<file path="config.mk">
export PLATFORM = sky130hd
export DESIGN_NAME = dlyd_chain_tdc
export DESIGN_NICKNAME = d
export VERILOG_FILES = /design/src/rtl/dlyd_chain_tdc_pkg.sv /design/src/rtl/dlyd_chain_tdc_therm_decode.sv /design/src/rtl/dlyd_chain_tdc.sv
export SDC_FILE = /design/constraint.sdc
export NUM_CORES = 1
export LEC_CHECK = 0
export ABC_AREA = 1
export BUFFER_PORTS_ARGS = -buffer_cell sky130_fd_sc_hd__clkbuf_2
export CAP_MARGIN = 40
export CORE_MARGIN = 8
export CORE_UTILIZATION = 35
export DETAILED_ROUTE_END_ITERATION = 8
export PLACE_DENSITY = 0.53
export SLEW_MARGIN = 15
export SYNTH_ARGS = -nofsm -noshare
export SYNTH_HDL_FRONTEND = slang
export SYNTH_SLANG_ARGS = --single-unit
</file>
<file path="constraint.sdc">
create_clock -name CLK -period 6.8 [get_ports CLK]
set_clock_uncertainty 0.2 [all_clocks]
set_input_delay 1.36 -clock CLK [delete_from_list [all_inputs] [get_ports CLK]]
set_output_delay 1.36 -clock CLK [all_outputs]
set_load 0.01 [all_outputs]
</file>
<file path="src/rtl/dlyd_chain_tdc_pkg.sv">
// ---------------------------------------------------------------------------
// dlyd_chain_tdc_pkg
//   Shared definitions for the dlyd chain time-to-digital converter:
//   measurement FSM state encoding, the chain settle time, and width helpers
//   for the tap-count and accumulator vectors.
// ---------------------------------------------------------------------------
package dlyd_chain_tdc_pkg;

    typedef enum logic [2:0] {
        ST_IDLE   = 3'd0,
        ST_SETTLE = 3'd1,
        ST_FIRE   = 3'd2,
        ST_SYNC   = 3'd3,
        ST_ACCUM  = 3'd4,
        ST_DONE   = 3'd5
    } state_e;

    // Cycles LAUNCH is held low before each firing so the chain discharges.
    localparam int SETTLE_CYCLES = 2;

    // Width able to hold any tap count 0..taps inclusive.
    function automatic int cnt_width(input int taps);
        return $clog2(taps + 1);
    endfunction

    // Accumulator width: large enough for 2^avg_log2 full-scale samples.
    function automatic int acc_width(input int cnt_w, input int avg_log2);
        return cnt_w + avg_log2;
    endfunction

endpackage

</file>
<file path="src/rtl/dlyd_chain_tdc_therm_decode.sv">
// ---------------------------------------------------------------------------
// dlyd_therm_decode
//   Combinational thermometer decoder for the sampled chain taps.
//   Ports:
//     therm    in  [TAPS]   sampled tap vector, tap 0 nearest the launch point
//     count    out [CNT_W]  run length of 1s starting at tap 0
//     bubble   out          a 1 exists above the first 0
//     all_ones out          every tap is 1 (edge outran the chain)
// ---------------------------------------------------------------------------
module dlyd_therm_decode
    import dlyd_chain_tdc_pkg::*;
#(
    parameter int TAPS  = 16,
    parameter int CNT_W = cnt_width(TAPS)
) (
    input  logic [TAPS-1:0]  therm,
    output logic [CNT_W-1:0] count,
    output logic             bubble,
    output logic             all_ones
);

    logic run;

    // Walk up from tap 0: count while the run of 1s is unbroken; any 1 seen
    // after the run has ended is a bubble and does not add to the count.
    always_comb begin
        run    = 1'b1;
        count  = '0;
        bubble = 1'b0;
        for (int i = 0; i < TAPS; i++) begin
            if (run && therm[i]) begin
                count = count + CNT_W'(1);
            end else if (!therm[i]) begin
                run = 1'b0;
            end else begin
                bubble = 1'b1;
            end
        end
    end

    assign all_ones = &therm;

endmodule

</file>
<file path="src/rtl/dlyd_chain_tdc.sv">
// ---------------------------------------------------------------------------
// dlyd_chain_tdc
//   Launches an edge into an external dlyd delay chain, captures the chain's
//   thermometer taps through a two-stage synchroniser, decodes each sample to
//   a tap count and averages 2^AVG_LOG2 samples per measurement.
//
//   Valid/ready note: START is a request sampled only in IDLE (ignored while
//   BUSY, never queued); DONE is a one-cycle pulse from which CODE, AVG,
//   BUBBLE_ERR and OVR are valid and held until the next DONE.
//
//   Ports:
//     CLK        in        clock, rising edge
//     RST        in        synchronous active-high reset (aborts a measurement)
//     START      in        measurement request
//     LAUNCH     out       registered drive into the chain input
//     TAPS_IN    in [TAPS] chain taps, asynchronous to CLK
//     BUSY       out       measurement in progress
//     DONE       out       one-cycle completion pulse
//     CODE       out       tap count of the most recent sample
//     AVG        out       accumulated sum >> AVG_LOG2
//     BUBBLE_ERR out       some sample in this measurement had a bubble
//     OVR        out       some sample in this measurement was all ones
//     STATE_DBG  out [3]   current FSM state (debug observation)
// ---------------------------------------------------------------------------
module dlyd_chain_tdc
    import dlyd_chain_tdc_pkg::*;
#(
    parameter int TAPS     = 16,
    parameter int AVG_LOG2 = 3,
    parameter int CNT_W    = cnt_width(TAPS)
) (
    input  logic             CLK,
    input  logic             RST,
    input  logic             START,
    output logic             LAUNCH,
    input  logic [TAPS-1:0]  TAPS_IN,
    output logic             BUSY,
    output logic             DONE,
    output logic [CNT_W-1:0] CODE,
    output logic [CNT_W-1:0] AVG,
    output logic             BUBBLE_ERR,
    output logic             OVR,
    output logic [2:0]       STATE_DBG
);

    localparam int ACC_W = acc_width(CNT_W, AVG_LOG2);
    localparam int SMP_W = AVG_LOG2 + 1;
    localparam int SET_W = $clog2(SETTLE_CYCLES + 1);
    localparam logic [SMP_W-1:0] SMP_LAST = SMP_W'((1 << AVG_LOG2) - 1);
    localparam logic [SET_W-1:0] SET_LAST = SET_W'(SETTLE_CYCLES - 1);

    state_e            state_q,  state_d;
    logic [SET_W-1:0]  settle_q, settle_d;
    logic [SMP_W-1:0]  smp_q,    smp_d;
    logic [ACC_W-1:0]  acc_q,    acc_d;
    logic [TAPS-1:0]   tap_s1_q, tap_s1_d;
    logic [TAPS-1:0]   tap_s2_q, tap_s2_d;
    logic              launch_q, launch_d;
    logic              busy_q,   busy_d;
    logic              done_q,   done_d;
    logic [CNT_W-1:0]  code_q,   code_d;
    logic [CNT_W-1:0]  avg_q,    avg_d;
    logic              bubble_q, bubble_d;
    logic              ovr_q,    ovr_d;

    logic [CNT_W-1:0]  dec_count;
    logic              dec_bubble;
    logic              dec_all_ones;

    // Decoder only ever sees the second synchroniser stage.
    dlyd_therm_decode #(
        .TAPS  (TAPS),
        .CNT_W (CNT_W)
    ) u_decode (
        .therm    (tap_s2_q),
        .count    (dec_count),
        .bubble   (dec_bubble),
        .all_ones (dec_all_ones)
    );

    always_comb begin
        state_d  = state_q;
        settle_d = settle_q;
        smp_d    = smp_q;
        acc_d    = acc_q;
        tap_s1_d = tap_s1_q;
        tap_s2_d = tap_s2_q;
        launch_d = 1'b0;
        busy_d   = busy_q;
        done_d   = 1'b0;
        code_d   = code_q;
        avg_d    = avg_q;
        bubble_d = bubble_q;
        ovr_d    = ovr_q;

        case (state_q)
            ST_IDLE: begin
                if (START) begin
                    state_d  = ST_SETTLE;
                    settle_d = '0;
                    smp_d    = '0;
                    acc_d    = '0;
                    bubble_d = 1'b0;
                    ovr_d    = 1'b0;
                    busy_d   = 1'b1;
                end
            end
            ST_SETTLE: begin
                // LAUNCH is registered, so it is raised on the edge that
                // enters FIRE and is high for the whole FIRE cycle.
                if (settle_q == SET_LAST) begin
                    state_d  = ST_FIRE;
                    launch_d = 1'b1;
                end else begin
                    settle_d = settle_q + SET_W'(1);
                end
            end
            ST_FIRE: begin
                tap_s1_d = TAPS_IN;
                state_d  = ST_SYNC;
            end
            ST_SYNC: begin
                tap_s2_d = tap_s1_q;
                state_d  = ST_ACCUM;
            end
            ST_ACCUM: begin
                code_d   = dec_count;
                acc_d    = acc_q + ACC_W'(dec_count);
                bubble_d = bubble_q | dec_bubble;
                ovr_d    = ovr_q | dec_all_ones;
                smp_d    = smp_q + SMP_W'(1);
                settle_d = '0;
                if (smp_q == SMP_LAST) begin
                    state_d = ST_DONE;
                end else begin
                    state_d = ST_SETTLE;
                end
            end
            ST_DONE: begin
                avg_d   = acc_q[ACC_W-1:AVG_LOG2];
                done_d  = 1'b1;
                busy_d  = 1'b0;
                state_d = ST_IDLE;
            end
            default: begin
                state_d = ST_IDLE;
                busy_d  = 1'b0;
            end
        endcase
    end

    always_ff @(posedge CLK) begin
        if (RST) begin
            state_q  <= ST_IDLE;
            settle_q <= '0;
            smp_q    <= '0;
            acc_q    <= '0;
            tap_s1_q <= '0;
            tap_s2_q <= '0;
            launch_q <= 1'b0;
            busy_q   <= 1'b0;
            done_q   <= 1'b0;
            code_q   <= '0;
            avg_q    <= '0;
            bubble_q <= 1'b0;
            ovr_q    <= 1'b0;
        end else begin
            state_q  <= state_d;
            settle_q <= settle_d;
            smp_q    <= smp_d;
            acc_q    <= acc_d;
            tap_s1_q <= tap_s1_d;
            tap_s2_q <= tap_s2_d;
            launch_q <= launch_d;
            busy_q   <= busy_d;
            done_q   <= done_d;
            code_q   <= code_d;
            avg_q    <= avg_d;
            bubble_q <= bubble_d;
            ovr_q    <= ovr_d;
        end
    end

    assign LAUNCH     = launch_q;
    assign BUSY       = busy_q;
    assign DONE       = done_q;
    assign CODE       = code_q;
    assign AVG        = avg_q;
    assign BUBBLE_ERR = bubble_q;
    assign OVR        = ovr_q;
    assign STATE_DBG  = state_q;

endmodule

</file>
* Yosys cells after proc, flatten, opt, wreduce, memory -nomap -nowiden
Cells that the tools add are included.
** Operators by class
- Add/sub/neg operators :: 18
- Equal/unequal tests :: 10
- Multiplexer cells :: 93
- Bitwise operators :: 4
- Reduce and logical (&&, ||, !) cells :: 25
** Operator list (number)
- adder 5 x 1 -> 5 bit, second input constant :: 15
- 2-to-1 mux 5 bit :: 15
- 2-to-1 mux 1 bit :: 64
- one-hot mux 8 bit (2 select lines) :: 1
- AND reduction 16 bit :: 1
- logical AND 1 bit :: 15
- one-hot mux 3 bit (5 select lines) :: 1
- 2-to-1 mux 3 bit :: 3
- adder 8 x 5 -> 8 bit :: 1
- 2-to-1 mux 8 bit :: 1
- one-hot mux 4 bit (2 select lines) :: 1
- == test 3 x 2 -> 1 bit, second input constant :: 2
- == test 3 bit, second input constant :: 2
- inequality test 2 bit, second input constant :: 3
- one-hot mux 1 bit (2 select lines) :: 3
- one-hot mux 2 bit (3 select lines) :: 1
- AND reduction 2 bit :: 3
- adder 4 x 1 -> 4 bit, second input constant :: 1
- == test 4 x 3 -> 1 bit, second input constant :: 1
- 2-to-1 mux 2 bit :: 2
- 2-to-1 mux 4 bit :: 1
- OR reduction 4 bit :: 1
- == test 3 x 1 -> 1 bit, second input constant :: 1
- zero test 3 bit :: 1
- other kinds (8) :: 10
** Word-level totals
- Flip-flop bits (word level) :: 64
- Bits of input ports :: 19
- Output and inout port bits :: 18
- Word-level logic and storage cells :: 163

* Logic depth before layout (Yosys ltp)
- Depth in word-level cells :: 33
- Depth in mapped cells :: 44
- Mapped depth without buffers :: 44

* Modules after synthesis
From an unflattened synthesis, not the netlist that was laid out.
** Unflattened totals
- Cells, all modules :: 581
- Area, all modules :: 3935.0 µm²
** Modules (own cells, without submodules)
- dlyd_chain_tdc :: times used 1, cells an instance 337, area an instance 2553.7 µm², sequential area each 1281.2 µm²
- dlyd_therm_decode :: times used 1, cells an instance 244, area an instance 1381.3 µm², sequential area each 0.0 µm²

* Worst setup path after synthesis
Ideal clock, no wire load.
- Kind :: register -> register
- From :: reg tap_s2_q[1]
- To :: reg acc_q[7]
- Setup time :: 0.119 ns
- Arrival time :: 5.536 ns
- Required time :: 6.481 ns
- Setup slack :: 0.944 ns
- Cell stages (with the launch flop) :: 42
- Path buffers :: 0
- Period minus slack after synthesis :: 5.856 ns
- Cell sequence :: dfxtp_1 -> nand2_2 -> inv_1 -> nand2_1 -> nand2_1 -> inv_1 -> ha_1 -> o21ai_0 -> nand3_1 -> nand2_1 -> ha_1 -> nor2_1 -> nor3_1 -> nor2_1 -> ha_1 -> nand3_1 -> o21ai_0 -> inv_1 -> [... 6 more ...] -> o21a_1 -> ha_1 -> inv_1 -> o211ai_1 -> ha_1 -> or2_0 -> o21ai_1 -> inv_1 -> ha_1 -> nand2_1 -> nor2_1 -> a211oi_1 -> nor2_1 -> o21ai_0 -> a21oi_1 -> nand3_1 -> o21ai_0 -> a21oi_1
** Between the ends
- Cells in the longest elaborated chain, start to end :: 32
- Elaborated cells between the ends (all ways) :: 74
- Those cells by class :: 15 x add/sub; 44 x mux; 15 x reduce/logical
** Ends and longest elaborated chain
- start, declared :: line dlyd_chain_tdc.sv:57 : logic [TAPS-1:0] tap_s2_q, tap_s2_d;
- start signal, assigned :: line dlyd_chain_tdc.sv:173 : tap_s2_q <= tap_s2_d;
- logical AND 1 bit / 2-to-1 mux 1 bit (equally long branches) :: line dlyd_chain_tdc_therm_decode.sv:31, dlyd_chain_tdc_therm_decode.sv:33
- 2-to-1 mux 5 bit / 2-to-1 mux 1 bit (equally long branches) :: line dlyd_chain_tdc_therm_decode.sv:31 : if (run && therm[i]) begin
- adder 5 x 1 -> 5 bit (tied with other cells) :: line dlyd_chain_tdc_therm_decode.sv:32 : count = count + CNT_W'(1);
- 2-to-1 mux 5 bit / 2-to-1 mux 1 bit (equally long branches) :: line dlyd_chain_tdc_therm_decode.sv:31
- adder 5 x 1 -> 5 bit (tied with other cells) :: line dlyd_chain_tdc_therm_decode.sv:32
- 2-to-1 mux 5 bit / 2-to-1 mux 1 bit (equally long branches) :: line dlyd_chain_tdc_therm_decode.sv:31
- adder 5 x 1 -> 5 bit (tied with other cells) :: line dlyd_chain_tdc_therm_decode.sv:32
- 2-to-1 mux 5 bit / 2-to-1 mux 1 bit (equally long branches) :: line dlyd_chain_tdc_therm_decode.sv:31
- [... 17 more ...]
- 2-to-1 mux 5 bit / 2-to-1 mux 1 bit (equally long branches) :: line dlyd_chain_tdc_therm_decode.sv:31
- adder 5 x 1 -> 5 bit (tied with other cells) :: line dlyd_chain_tdc_therm_decode.sv:32
- 2-to-1 mux 5 bit / 2-to-1 mux 1 bit (equally long branches) :: line dlyd_chain_tdc_therm_decode.sv:31
- adder 5 x 1 -> 5 bit / logical AND 1 bit (equally long branches) :: line dlyd_chain_tdc_therm_decode.sv:32, dlyd_chain_tdc_therm_decode.sv:31
- 2-to-1 mux 5 bit (*) :: line dlyd_chain_tdc_therm_decode.sv:31
- net dec_count[1] :: line dlyd_chain_tdc.sv:66 : logic [CNT_W-1:0] dec_count;
- adder 8 x 5 -> 8 bit (*) :: line dlyd_chain_tdc.sv:128 : acc_d = acc_q + ACC_W'(dec_count);
- one-hot mux 8 bit (2 select lines) (*) :: line dlyd_chain_tdc.sv:96 : case (state_q)
- end signal, assigned :: line dlyd_chain_tdc.sv:157 : acc_q <= '0;
- end signal, assigned :: line dlyd_chain_tdc.sv:171 : acc_q <= acc_d;
- end, declared :: line dlyd_chain_tdc.sv:55 : logic [ACC_W-1:0] acc_q, acc_d;
The timed path passes the listed nets; every way through them passes the cells marked *.
A chain may end at the register's enable or synchronous reset.

* Worst setup path after layout
- From :: reg tap_s2_q[3]
- To :: reg acc_q[7]
** Between the ends
- Cells in the longest elaborated chain, start to end :: 28
- Elaborated cells between the ends (all ways) :: 64
- Those cells by class :: 13 x add/sub; 38 x mux; 13 x reduce/logical
** Ends and longest elaborated chain (line)
- logical AND 1 bit / 2-to-1 mux 1 bit (equally long branches) :: dlyd_chain_tdc_therm_decode.sv:31, dlyd_chain_tdc_therm_decode.sv:33
- 2-to-1 mux 5 bit / 2-to-1 mux 1 bit (equally long branches) :: dlyd_chain_tdc_therm_decode.sv:31
- adder 5 x 1 -> 5 bit (tied with other cells) :: dlyd_chain_tdc_therm_decode.sv:32
- 2-to-1 mux 5 bit / 2-to-1 mux 1 bit (equally long branches) :: dlyd_chain_tdc_therm_decode.sv:31
- adder 5 x 1 -> 5 bit (tied with other cells) :: dlyd_chain_tdc_therm_decode.sv:32
- 2-to-1 mux 5 bit / 2-to-1 mux 1 bit (equally long branches) :: dlyd_chain_tdc_therm_decode.sv:31
- adder 5 x 1 -> 5 bit (tied with other cells) :: dlyd_chain_tdc_therm_decode.sv:32
- 2-to-1 mux 5 bit / 2-to-1 mux 1 bit (equally long branches) :: dlyd_chain_tdc_therm_decode.sv:31
- [... 13 more ...]
- 2-to-1 mux 5 bit / 2-to-1 mux 1 bit (equally long branches) :: dlyd_chain_tdc_therm_decode.sv:31
- adder 5 x 1 -> 5 bit (tied with other cells) :: dlyd_chain_tdc_therm_decode.sv:32
- 2-to-1 mux 5 bit / 2-to-1 mux 1 bit (equally long branches) :: dlyd_chain_tdc_therm_decode.sv:31
- adder 5 x 1 -> 5 bit / logical AND 1 bit (equally long branches) :: dlyd_chain_tdc_therm_decode.sv:32, dlyd_chain_tdc_therm_decode.sv:31
- 2-to-1 mux 5 bit (*) :: dlyd_chain_tdc_therm_decode.sv:31
- net dec_count[2] :: dlyd_chain_tdc.sv:66
- adder 8 x 5 -> 8 bit (*) :: dlyd_chain_tdc.sv:128
- one-hot mux 8 bit (2 select lines) (*) :: dlyd_chain_tdc.sv:96
Marks and branches as above.

==> parameters.txt <==
Parameter                              Value

Timing
  Fin. max-slew vios ... 0
  Pin slew with the least headroom to its limit ... a little over 0.5 ns
  Setup-failing EPs final ... 0
  Final hold violation count ... 0
  Fmax ... between 150 and 200 MHz
  Post-layout minimum cycle time ... 6.201 ns
  Worst slew margin relative to its limit ... about 66%
  Final worst path period share ... between 90% and 100%
  Final critical-path setup slack ... 0.5990 ns
  Setup TNS ... 0 ns
  Hold slack ... 0.2503 ns

Layout
  Layout Nets ... approximately 630
  Antenna diode count ... 0
  Final std cells w/o fill ... 737
  Fraction of final layout cells with drive strength greater than 1 ... about 14%
  Layout area overhead ... 14.79%

Hold path
  Cells on Worst Hold Path ... 2
  Classification of the worst-slack hold path ... flop to flop
  Worst Hold Launch ... AVG[4]$_SDFFE_PP0P_
  Hold Path Sink ... AVG[4]$_SDFFE_PP0P_

Global routing
  GR Overflow Total ... 0
  Pin count of the biggest net entering global routing ... 26
  Initial antenna violation count ... 0
  First-pass GRT wire length ... 14.52 mm
  Total GRT Usage ... around an eighth
  Via count of the first global-routing pass ... 3,342

Setup path
  Launch instance of the worst register-to-register path ... tap_s2_q[3]$_SDFFE_PP0P_
  Endpoint required time on the critical path ... approximately 7 ns
  RR Endpoint ... acc_q[7]$_SDFFE_PP0P_
  Largest stage delay, worst path ... 0.36 ns
  Slack of the worst reg-to-reg path ... roughly 0.60 ns
  Maximum fanout encountered on the critical timing path ... 5
  Count of cells along the worst register-to-register path ... 43
  Startpoint type of the worst setup path ... flop
  Arrival time reported for the critical path endpoint ... around 6.2 ns
  Critical path endpoint category ... flop
  Largest delay contributor family on the critical path ... adder cells
  Depth of the critical timing path with buffers and inverters included ... 43
  CP max stage cell ... sky130_fd_sc_hd__dfxtp_1
  Total buffers and inverters traversed by the critical path ... 7
  Worst setup path category ... flop to flop

Synth
  Commonest register cell after synthesis ... sky130_fd_sc_hd__dfxtp_1
  Yosys Warn Count ... 0
  Top cells by instance count after synthesis ... 93 x sky130_fd_sc_hd__nand2_1, 82 x sky130_fd_sc_hd__inv_1, 78 x sky130_fd_sc_hd__nor2_1
  Syn Inst Count ... between 500 and 600
  Count of distinct cell types in the synthesized netlist ... ~40
  Synthesized area ... 3774 µm²
  Synthesized net count ... ~600
  Synth area leaders ... sky130_fd_sc_hd__dfxtp_1 34%, sky130_fd_sc_hd__nand2_1 9.3%, sky130_fd_sc_hd__o21ai_0 8.4%
  Asr flop ratio synth ... 0%
  #FFs+latches synth ... 64
  Sequential element share of the synthesized area ... around a third
  Cell with the most instances after synthesis ... sky130_fd_sc_hd__nand2_1
  Share of Yosys cell area claimed by the top area cell type ... between 30 and 40%
  Post-synthesis cell type with the largest combined area ... sky130_fd_sc_hd__dfxtp_1
  Number of enable-type register cells in the synthesized netlist ... 0
  Mean area per synthesized cell ... slightly below 7 µm²

Die
  Number of I/O pins ... 37
  Die outline width ... between 100 and 150 µm
  Std-Cell Rows ... 38
  Die Area ... 14,360 µm²
  Initial cell density of the core ... about a third
  Area of the placeable core ... about 11,000 µm²
  Die Ht ... 119.8 µm

Power
  Leakage power summed over all cells ... 2.141 nW
  PwrDens ... approximately 180 nW/µm²
  Peak supply drop ... about 0.00014 V

Run
  MaxCap Viol Count ... 0

Drt
  Average vias per placed instance ... about 4.7
  Residual DRC count ... 0
  Post-detailed-routing wire length ... ~8.2 mm
  Count of vias placed by the detailed router ... 3,466
  Number of design-rule violations left by the first detailed-router iteration ... around 160
  Length of the first detailed-routing pass in iterations ... 4
  Average wire per cell in the routed design ... 11.13 µm
  Number of antenna-violating nets in the routed design ... 0

Placed design
  Routability congestion estimate from global placement ... roughly 0.8
  Half-perimeter wire length after placement ... between 6 and 7 mm
  Worst Setup Slack post-DPL ... approximately 0.32 ns
  Placed Instances ... a little over 700
  Count of input and output buffers ... 36

Clock network
  Clock latency of the later-clocked register in the worst-skew pair ... between 0.3 and 0.4 ns
  Clk root buf ... sky130_fd_sc_hd__clkbuf_8
  Number of clock sinks ... 64
  Number of hold buffers added after cts ... 0
  Cts bufs inserted ... 9
  Clk slew on worst S/H paths ... ~0.070 ns
  Clock tree from TritonCTS ... built
  H-tree level count ... 3
  Maximum root-to-sink buffer count ... 2

Run status
  Status ... complete, no violations
## layer usage
metal | track usage (%) | vias to the layer above | part of all wire (%)
li1 | - | 1864 | -
met1 | 13.95 | 1544 | 48
met2 | 20.47 | 48 | 47
met3 | 3.053 | 10 | 3.1
met4 | 5.230 | 0 | 1.5
met5 | 0 | - | 0
## registers in the layout, indices dropped and copies added (netlist names)
signal      count
BUBBLE_ERR      1
tap_s1_q       16
BUSY            1
acc_q           8
smp_q           4
LAUNCH          1
DONE            1
CODE            5
AVG             5
tap_s2_q       16
STATE_DBG       3
settle_q        2
OVR             1
## cell families (layout without fill, tap and decap cells)
| logic type | Yosys count | in the layout | synth area share, % |
|---|---|---|---|
| and+or+nand+nor | 225 | 225 | 27.72 |
| AOI/OAI and AO/OA | 135 | 135 | 19.13 |
| buffers and inverters | 108 | 148 | 10.91 |
| DFF | 64 | 64 | 33.95 |
| adders and majority gates | 21 | 21 | 7.162 |
| xor gates and xnor gates | 4 | 4 | 1.128 |
## cell usage in the layout (no fill, tap or decap), types with 3 or more instances in the layout
master,Yosys,layout
sky130_fd_sc_hd__nand2_1,93,93
sky130_fd_sc_hd__nor2_8,5,5
sky130_fd_sc_hd__inv_2,6,6
sky130_fd_sc_hd__clkbuf_8,0,12
sky130_fd_sc_hd__o211ai_1,5,5
sky130_fd_sc_hd__nor3_1,5,4
sky130_fd_sc_hd__o21ai_0,63,60
sky130_fd_sc_hd__nand3_1,29,29
sky130_fd_sc_hd__nor2_1,78,77
sky130_fd_sc_hd__buf_4,0,3
sky130_fd_sc_hd__a21oi_1,50,48
sky130_fd_sc_hd__a31oi_1,5,5
sky130_fd_sc_hd__nor2_4,4,4
sky130_fd_sc_hd__dfxtp_1,64,63
sky130_fd_sc_hd__ha_1,20,19
sky130_fd_sc_hd__inv_1,82,82
sky130_fd_sc_hd__clkbuf_2,0,36
## worst min-delay path: cells and delay by family, from the launching register on
family,cells,cell delay [ns]
compound gates,1,0.05
flops,1,0.31
buf+inv,1,0.05
## metrics by stage
stage          instance area (µm²)  util, %  power, mW
2_1_floorplan                 3774        -     0.4721
3_3_place_gp                  4083    38.16     0.4977
3_5_place_dp                  4098    38.30     0.5002
4_1_cts                       4283    40.04     0.8022
5_1_grt                       4332    40.49     0.8375
6_report                      4332    40.49     0.7911
## how the worst max path moves through the flow
stage	startpoint	endpoint	slack, ns
3_3_place_gp	tap_s2_q[3]$_SDFFE_PP0P_	acc_q[7]$_SDFFE_PP0P_	0.59
2_1_floorplan	tap_s2_q[1]$_SDFFE_PP0P_	acc_q[7]$_SDFFE_PP0P_	0.94
4_1_cts	tap_s2_q[1]$_SDFFE_PP0P_	acc_q[7]$_SDFFE_PP0P_	0.29
3_5_place_dp	tap_s2_q[1]$_SDFFE_PP0P_	acc_q[7]$_SDFFE_PP0P_	0.32
5_1_grt	tap_s2_q[3]$_SDFFE_PP0P_	acc_q[7]$_SDFFE_PP0P_	-0.03
6_report	tap_s2_q[3]$_SDFFE_PP0P_	acc_q[7]$_SDFFE_PP0P_	0.60
## layout make-up
class                      instances  area [µm²]
fill                            1134        6366
multi-input combinational        385        2121
sequential                        64        1282
inverter                          92       350.3
timing repair buffer              40       217.7
tap                              140       175.2
clock buffer                      14       172.7
clock inverter                     2       12.51
## report_power, final
group	switching [mW]	internal, mW	total, mW
Combinational	0.0568	0.0306	0.0874
Sequential	0.0107	0.392	0.403
Clock	0.139	0.162	0.301
Total	0.206	0.585	0.791
## timing repair
action,CTS,global route
buffers inserted,0,1
gates resized for setup,0,12
setup endpoints to repair,0,4
(Power assumes the default switching activity.)
